$ cat config.mk
export PLATFORM = sky130hd
export DESIGN_NAME = kernel3_fifo_srl_ctrl_flat
export DESIGN_NICKNAME = d
export VERILOG_FILES = /design/src/rtl/kernel3_fifo_srl_ctrl_if.sv /design/src/rtl/kernel3_fifo_srl_ctrl.sv /design/src/flat_wrapper.sv
export SDC_FILE = /design/constraint.sdc
export NUM_CORES = 1
export LEC_CHECK = 0
export BUFFER_PORTS_ARGS = -buffer_cell sky130_fd_sc_hd__buf_4
export CORE_MARGIN = 5
export CORE_UTILIZATION = 30
export CTS_CLUSTER_DIAMETER = 100
export CTS_CLUSTER_SIZE = 14
export DETAILED_ROUTE_END_ITERATION = 10
export PLACE_DENSITY = 0.82
export SYNTH_ARGS = -nofsm -noshare
export SYNTH_HDL_FRONTEND = slang
export SYNTH_SLANG_ARGS = --single-unit
$ cat constraint.sdc
create_clock -name clk -period 4.4 [get_ports clk]
set_input_delay 0.44 -clock clk [delete_from_list [all_inputs] [get_ports clk]]
set_output_delay 0.44 -clock clk [all_outputs]
set_load 0.03 [all_outputs]
$ cat src/rtl/kernel3_fifo_srl_ctrl_if.sv
// rtl/kernel3_fifo_srl_ctrl_if.sv - producer/consumer handshake bundle for the SRL FIFO controller
interface kernel3_fifo_srl_ctrl_if #(
   parameter int DATA_WIDTH = 32,
   parameter int ADDR_WIDTH = 1
);
   logic                  if_write_ce;
   logic                  if_write;
   logic [DATA_WIDTH-1:0] if_din;
   logic                  if_full_n;
   logic                  if_read_ce;
   logic                  if_read;
   logic [DATA_WIDTH-1:0] if_dout;
   logic                  if_empty_n;
   logic [ADDR_WIDTH:0]   if_num_data_valid;
   logic [ADDR_WIDTH:0]   if_fifo_cap;

   modport master (
      output if_write_ce, if_write, if_din, if_read_ce, if_read,
      input  if_full_n, if_dout, if_empty_n, if_num_data_valid, if_fifo_cap
   );

   modport slave (
      input  if_write_ce, if_write, if_din, if_read_ce, if_read,
      output if_full_n, if_dout, if_empty_n, if_num_data_valid, if_fifo_cap
   );
endinterface

$ cat src/rtl/kernel3_fifo_srl_ctrl.sv
// rtl/kernel3_fifo_srl_ctrl.sv - occupancy, address and flag control for a shift-register FIFO
module kernel3_fifo_srl_ctrl #(
   parameter int DATA_WIDTH = 32,
   parameter int ADDR_WIDTH = 1,
   parameter int DEPTH      = 2
) (
   input  logic                  clk,
   input  logic                  reset,
   kernel3_fifo_srl_ctrl_if.slave fifo,
   input  logic                  peak_clr,
   output logic [ADDR_WIDTH:0]   peak_usage,
   output logic                  shreg_we,
   output logic [ADDR_WIDTH-1:0] shreg_addr,
   output logic [DATA_WIDTH-1:0] shreg_din,
   input  logic [DATA_WIDTH-1:0] shreg_dout
);

   localparam logic [ADDR_WIDTH:0]   CAP      = (ADDR_WIDTH+1)'(DEPTH);
   localparam logic [ADDR_WIDTH:0]   USE_ZERO = '0;
   localparam logic [ADDR_WIDTH:0]   USE_ONE  = (ADDR_WIDTH+1)'(1);
   localparam logic [ADDR_WIDTH-1:0] ADDR_ONE = ADDR_WIDTH'(1);

   logic [ADDR_WIDTH:0]   usage, usage_next;
   logic [ADDR_WIDTH-1:0] addr_r, addr_next;
   logic [ADDR_WIDTH:0]   peak_r, peak_next;
   logic                  full_n_r, empty_n_r;
   logic                  push, pop;

   // Gating by the registered flags is what keeps usage within 0..DEPTH.
   assign push = fifo.if_write & fifo.if_write_ce & full_n_r;
   assign pop  = fifo.if_read  & fifo.if_read_ce  & empty_n_r;

   always_comb begin
      usage_next = usage;
      addr_next  = addr_r;
      if (push && !pop) begin
         usage_next = usage + USE_ONE;
         if (usage != USE_ZERO)
            addr_next = addr_r + ADDR_ONE;
      end else if (pop && !push) begin
         usage_next = usage - USE_ONE;
         if (usage > USE_ONE)
            addr_next = addr_r - ADDR_ONE;
      end
      // Simultaneous push/pop: the shift refills the head slot, so addr holds.
   end

   always_comb begin
      peak_next = peak_r;
      if (peak_clr)
         peak_next = usage_next;
      else if (usage_next > peak_r)
         peak_next = usage_next;
   end

   always_ff @(posedge clk or posedge reset) begin
      if (reset) begin
         usage     <= USE_ZERO;
         addr_r    <= '0;
         peak_r    <= USE_ZERO;
         full_n_r  <= 1'b1;
         empty_n_r <= 1'b0;
      end else begin
         usage     <= usage_next;
         addr_r    <= addr_next;
         peak_r    <= peak_next;
         full_n_r  <= (usage_next != CAP);
         empty_n_r <= (usage_next != USE_ZERO);
      end
   end

   assign shreg_we   = push;
   assign shreg_addr = addr_r;
   assign shreg_din  = fifo.if_din;
   assign peak_usage = peak_r;

   assign fifo.if_full_n         = full_n_r;
   assign fifo.if_empty_n        = empty_n_r;
   assign fifo.if_dout           = shreg_dout;
   assign fifo.if_num_data_valid = usage;
   assign fifo.if_fifo_cap       = CAP;

endmodule
$ cat src/flat_wrapper.sv
// flat-port wrapper written by rule: the top's interface ports become plain ports
module kernel3_fifo_srl_ctrl_flat 
#(
   parameter int DATA_WIDTH = 32,
   parameter int ADDR_WIDTH = 1,
   parameter int DEPTH      = 2
)
  (clk, reset, peak_clr, peak_usage, shreg_we, shreg_addr, shreg_din, shreg_dout, fifo_if_write_ce, fifo_if_write, fifo_if_din, fifo_if_read_ce, fifo_if_read, fifo_if_full_n, fifo_if_dout, fifo_if_empty_n, fifo_if_num_data_valid, fifo_if_fifo_cap);
  kernel3_fifo_srl_ctrl_if #(.DATA_WIDTH(DATA_WIDTH), .ADDR_WIDTH(ADDR_WIDTH)) fifo_i ();
  input  logic clk;
  input  logic reset;
  input  logic peak_clr;
  output logic [ADDR_WIDTH:0] peak_usage;
  output logic shreg_we;
  output logic [ADDR_WIDTH-1:0] shreg_addr;
  output logic [DATA_WIDTH-1:0] shreg_din;
  input  logic [DATA_WIDTH-1:0] shreg_dout;
  input wire logic [$bits(fifo_i.if_write_ce)-1:0] fifo_if_write_ce;
  input wire logic [$bits(fifo_i.if_write)-1:0] fifo_if_write;
  input wire logic [$bits(fifo_i.if_din)-1:0] fifo_if_din;
  input wire logic [$bits(fifo_i.if_read_ce)-1:0] fifo_if_read_ce;
  input wire logic [$bits(fifo_i.if_read)-1:0] fifo_if_read;
  output wire logic [$bits(fifo_i.if_full_n)-1:0] fifo_if_full_n;
  output wire logic [$bits(fifo_i.if_dout)-1:0] fifo_if_dout;
  output wire logic [$bits(fifo_i.if_empty_n)-1:0] fifo_if_empty_n;
  output wire logic [$bits(fifo_i.if_num_data_valid)-1:0] fifo_if_num_data_valid;
  output wire logic [$bits(fifo_i.if_fifo_cap)-1:0] fifo_if_fifo_cap;
  assign fifo_i.if_write_ce = fifo_if_write_ce;
  assign fifo_i.if_write = fifo_if_write;
  assign fifo_i.if_din = fifo_if_din;
  assign fifo_i.if_read_ce = fifo_if_read_ce;
  assign fifo_i.if_read = fifo_if_read;
  assign fifo_if_full_n = fifo_i.if_full_n;
  assign fifo_if_dout = fifo_i.if_dout;
  assign fifo_if_empty_n = fifo_i.if_empty_n;
  assign fifo_if_num_data_valid = fifo_i.if_num_data_valid;
  assign fifo_if_fifo_cap = fifo_i.if_fifo_cap;
  kernel3_fifo_srl_ctrl #(.DATA_WIDTH(DATA_WIDTH), .ADDR_WIDTH(ADDR_WIDTH), .DEPTH(DEPTH)) u_core (.clk(clk), .reset(reset), .fifo(fifo_i), .peak_clr(peak_clr), .peak_usage(peak_usage), .shreg_we(shreg_we), .shreg_addr(shreg_addr), .shreg_din(shreg_din), .shreg_dout(shreg_dout));
endmodule
==> impl_metrics.ini <==
[power_and_ir_drop]
intPower_uw = 264
power_frac_comb_pct = 62.9
power_frac_seq_pct = 25.7
ir_drop_uv = 143
p_per_area_nw_per_um2 = 788
clockPowerShare_pct = 11.4
p_sw_share_pct = 48.5
power.switching_uw = 249
p_leak_nw = 0.305

[critical_path]
r2r_cells = 8
worst-path-stages = 8
cpPeakStageDelay_ns = 0.53
path_class = reg2reg
critPathArrivalTime_ns = 2.45
r2r-start = u_core.fifo.if_full_n
crit_family = simple AND/OR/NAND/NOR gates
required_ns = 4.58
cp_num_buf_inv = 0
cp-start-kind = register
cpMostUsedCell = xnor2_1
slowest_stage = dfstp_2
crit_path_start = u_core.fifo.if_full_n
crit_path_end_kind = register
critPathMaxFanout = 6
crit_path_cell_trace = nand3_1 > xnor2_1 > xnor2_1 > ha_1 > nor2_1 > or4_4 > a31o_1 > o211ai_2

[cts]
clock-sinks = 7
htree_levels = 1
cts_buffer_depth = 2
cts-root-buf = clkbuf_4
cts.clk_slew.worst_paths_ns = 0.05
post_cts_resized = 0
cts_tree = built
clk_latency_ns = 0.25
cts_setup_buffers = 0
ctsHoldBuffers = 0
cts_buffers = 3

[sta]
layout_min_cycle_time_ns = 2.27
fmax_mhz = 440
finalSetupViolCount = 0
fin_skew_ns = 0.00647
finalCritPeriodShare_pct = 51.7
tns_ns = 0
finalHoldViolations = 0
rsz0062_at_grt = false
fin_hold_ws_ns = 0.117
slew_viol_final = 0
setup_ws_ns = 2.13

[cells_and_area]
antenna-diode-count = 0
drive_gt1_share_pct = 32.9
layout_commonest_cell = buf_4
final_cell_mix = buf_4, inv_1, nand2_1, dfrtp_1, nand3_1
nets = 145
instances_no_fill = 114
areaGrowthSynthToFinish_pct = -33.0

[route]
wl_per_cell_um = 12.9
dr.pass1.iters = 4
drtAntennaViolNets = 0
wirelength_um = 1470
vias = 481
drc_errors = 0
drtIter0Drc = 12
avgViaCountPerCell = 4.22

[logic_synthesis]
synth_cells = 119
yosysWarnings = 0
synth_fp_nets = 193
avgSynthCellArea_um2 = 8.16
ys_seq_area_share_pct = 18.2
ys_types = 25
synth_seq_cells = 7
syn-cell-area_um2 = 971

[grt]
first_global_vias = 508
grt_pass1_wl_um = 2400
grt_antenna_before_repair = 0
grt_max_degree = 8
overflow = 0
track_usage_pct = 7.24

[placed_design]
dp_hpwl_um = 1160
place.port_buffers = 14
place_ws_ns = 2.10
placed_cells = 110
gp_congestion = 0.746

[floorplan]
core_area_um2 = 3080
initial_core_util_pct = 31.5
die_x_um = 66.9
die_h_um = 66.9
dieArea_um2 = 4470
fp-row-count = 20
num_io_pins = 145

[status]
status = complete, no violations

[run]
maxCapViolCount = 0

[hold_path]
hold_path.class = in2async
[metal layers]
metal | wire [um] | vias up | part of all wire, % | global-route usage (%)
li1 | - | 211 | - | -
met1 | 574 | 217 | 39 | 7.27
met5 | 0 | - | 0 | 0
met4 | 40 | 0 | 2.7 | 4.05
met2 | 537 | 41 | 37 | 8.79
met3 | 318 | 12 | 22 | 8.09
[cell usage after synthesis]
master	n	area share (%)
inv_1	8	3.1
ha_1	3	3.9
maj3_2	1	1.2
o22ai_2	1	1.3
nand4_1	2	1.3
mux2i_1	1	1.0
nor2_1	2	0.77
nor2b_1	1	0.64
dfstp_2	1	2.7
mux2_2	1	1.2
a21oi_1	1	0.51
o32ai_1	1	0.90
conb_1	2	0.77
buf_6	1	1.2
nand3_1	5	2.6
o21ai_0	3	1.5
xor2_1	1	0.90
or4_4	1	1.2
a31o_1	1	0.90
nand2_1	6	2.3
and3_1	1	0.64
buf_4	66	51
dfrtp_1	6	15
o211ai_2	1	1.3
xnor2_1	2	1.8
[state kept, by name, indices dropped and copies added, names as in the netlist]
register,count
u_core.fifo.if_num_data_valid,2
u_core.peak_usage,2
u_core.fifo.if_empty_n,1
u_core.fifo.if_full_n,1
u_core.shreg_addr,1
[kinds of logic (layout without fill, tap and decap cells)]
kind of cell | after synthesis | count (layout) | share of synthesized area [%]
AOI/OAI and AO/OA | 8 | 8 | 6.44
xor gates and xnor gates | 3 | 3 | 2.71
adders and majority gates | 4 | 4 | 5.03
buffers and inverters | 75 | 26 | 55.3
DFF | 7 | 7 | 18.2
muxes | 2 | 2 | 2.19
other | 2 | 2 | 0.773
and+or+nand+nor | 18 | 18 | 9.41
[layout make-up]
| class | instances | area [um2] |
|---|---|---|
| Multi-Input combinational cell | 37 | 258 |
| Tap cell | 44 | 55.1 |
| Clock buffer | 4 | 26.3 |
| Fill cell | 352 | 2430 |
| Sequential cell | 7 | 176 |
| Inverter | 8 | 30.0 |
| Timing Repair Buffer | 14 | 105 |
[power by group through the flow]
stage          registers [mW]  logic [mW]  clock network (mW)
2_1_floorplan           0.184       0.290                   0
3_3_place_gp            0.131       0.320                   0
3_5_place_dp            0.134       0.323                   0
4_1_cts                 0.133       0.326              0.0593
5_1_grt                 0.139       0.360              0.0638
6_report                0.132       0.322              0.0585
[stage by stage]
stage          util [%]  instance area, um2  power, mW
2_1_floorplan         -                 971      0.474
3_3_place_gp       20.3                 624      0.451
3_5_place_dp       20.3                 624      0.457
4_1_cts            21.1                 651      0.518
5_1_grt            21.1                 651      0.563
6_report           21.1                 651      0.513
[worst reg2reg max path: cells and delay by family, from the launching register on]
family	cells	cell delay (ns)
xor gates and xnor gates	2	0.52
and+or+nand+nor	3	0.67
adders and majority gates	1	0.24
DFF	1	0.53
AOI/OAI and AO/OA	2	0.26
[path summary, 6_finish.rpt]
path                                          to  slack [ns]
hold / removal                 u_core.shreg_addr        0.12
setup / recovery            u_core.peak_usage[0]        2.13
hold reg to reg                u_core.shreg_addr        0.46
min in group clk            u_core.peak_usage[1]        0.42
max in group asynchronous  u_core.fifo.if_full_n        4.00
setup reg to reg            u_core.peak_usage[0]        2.13
(Power assumes the default switching activity.)
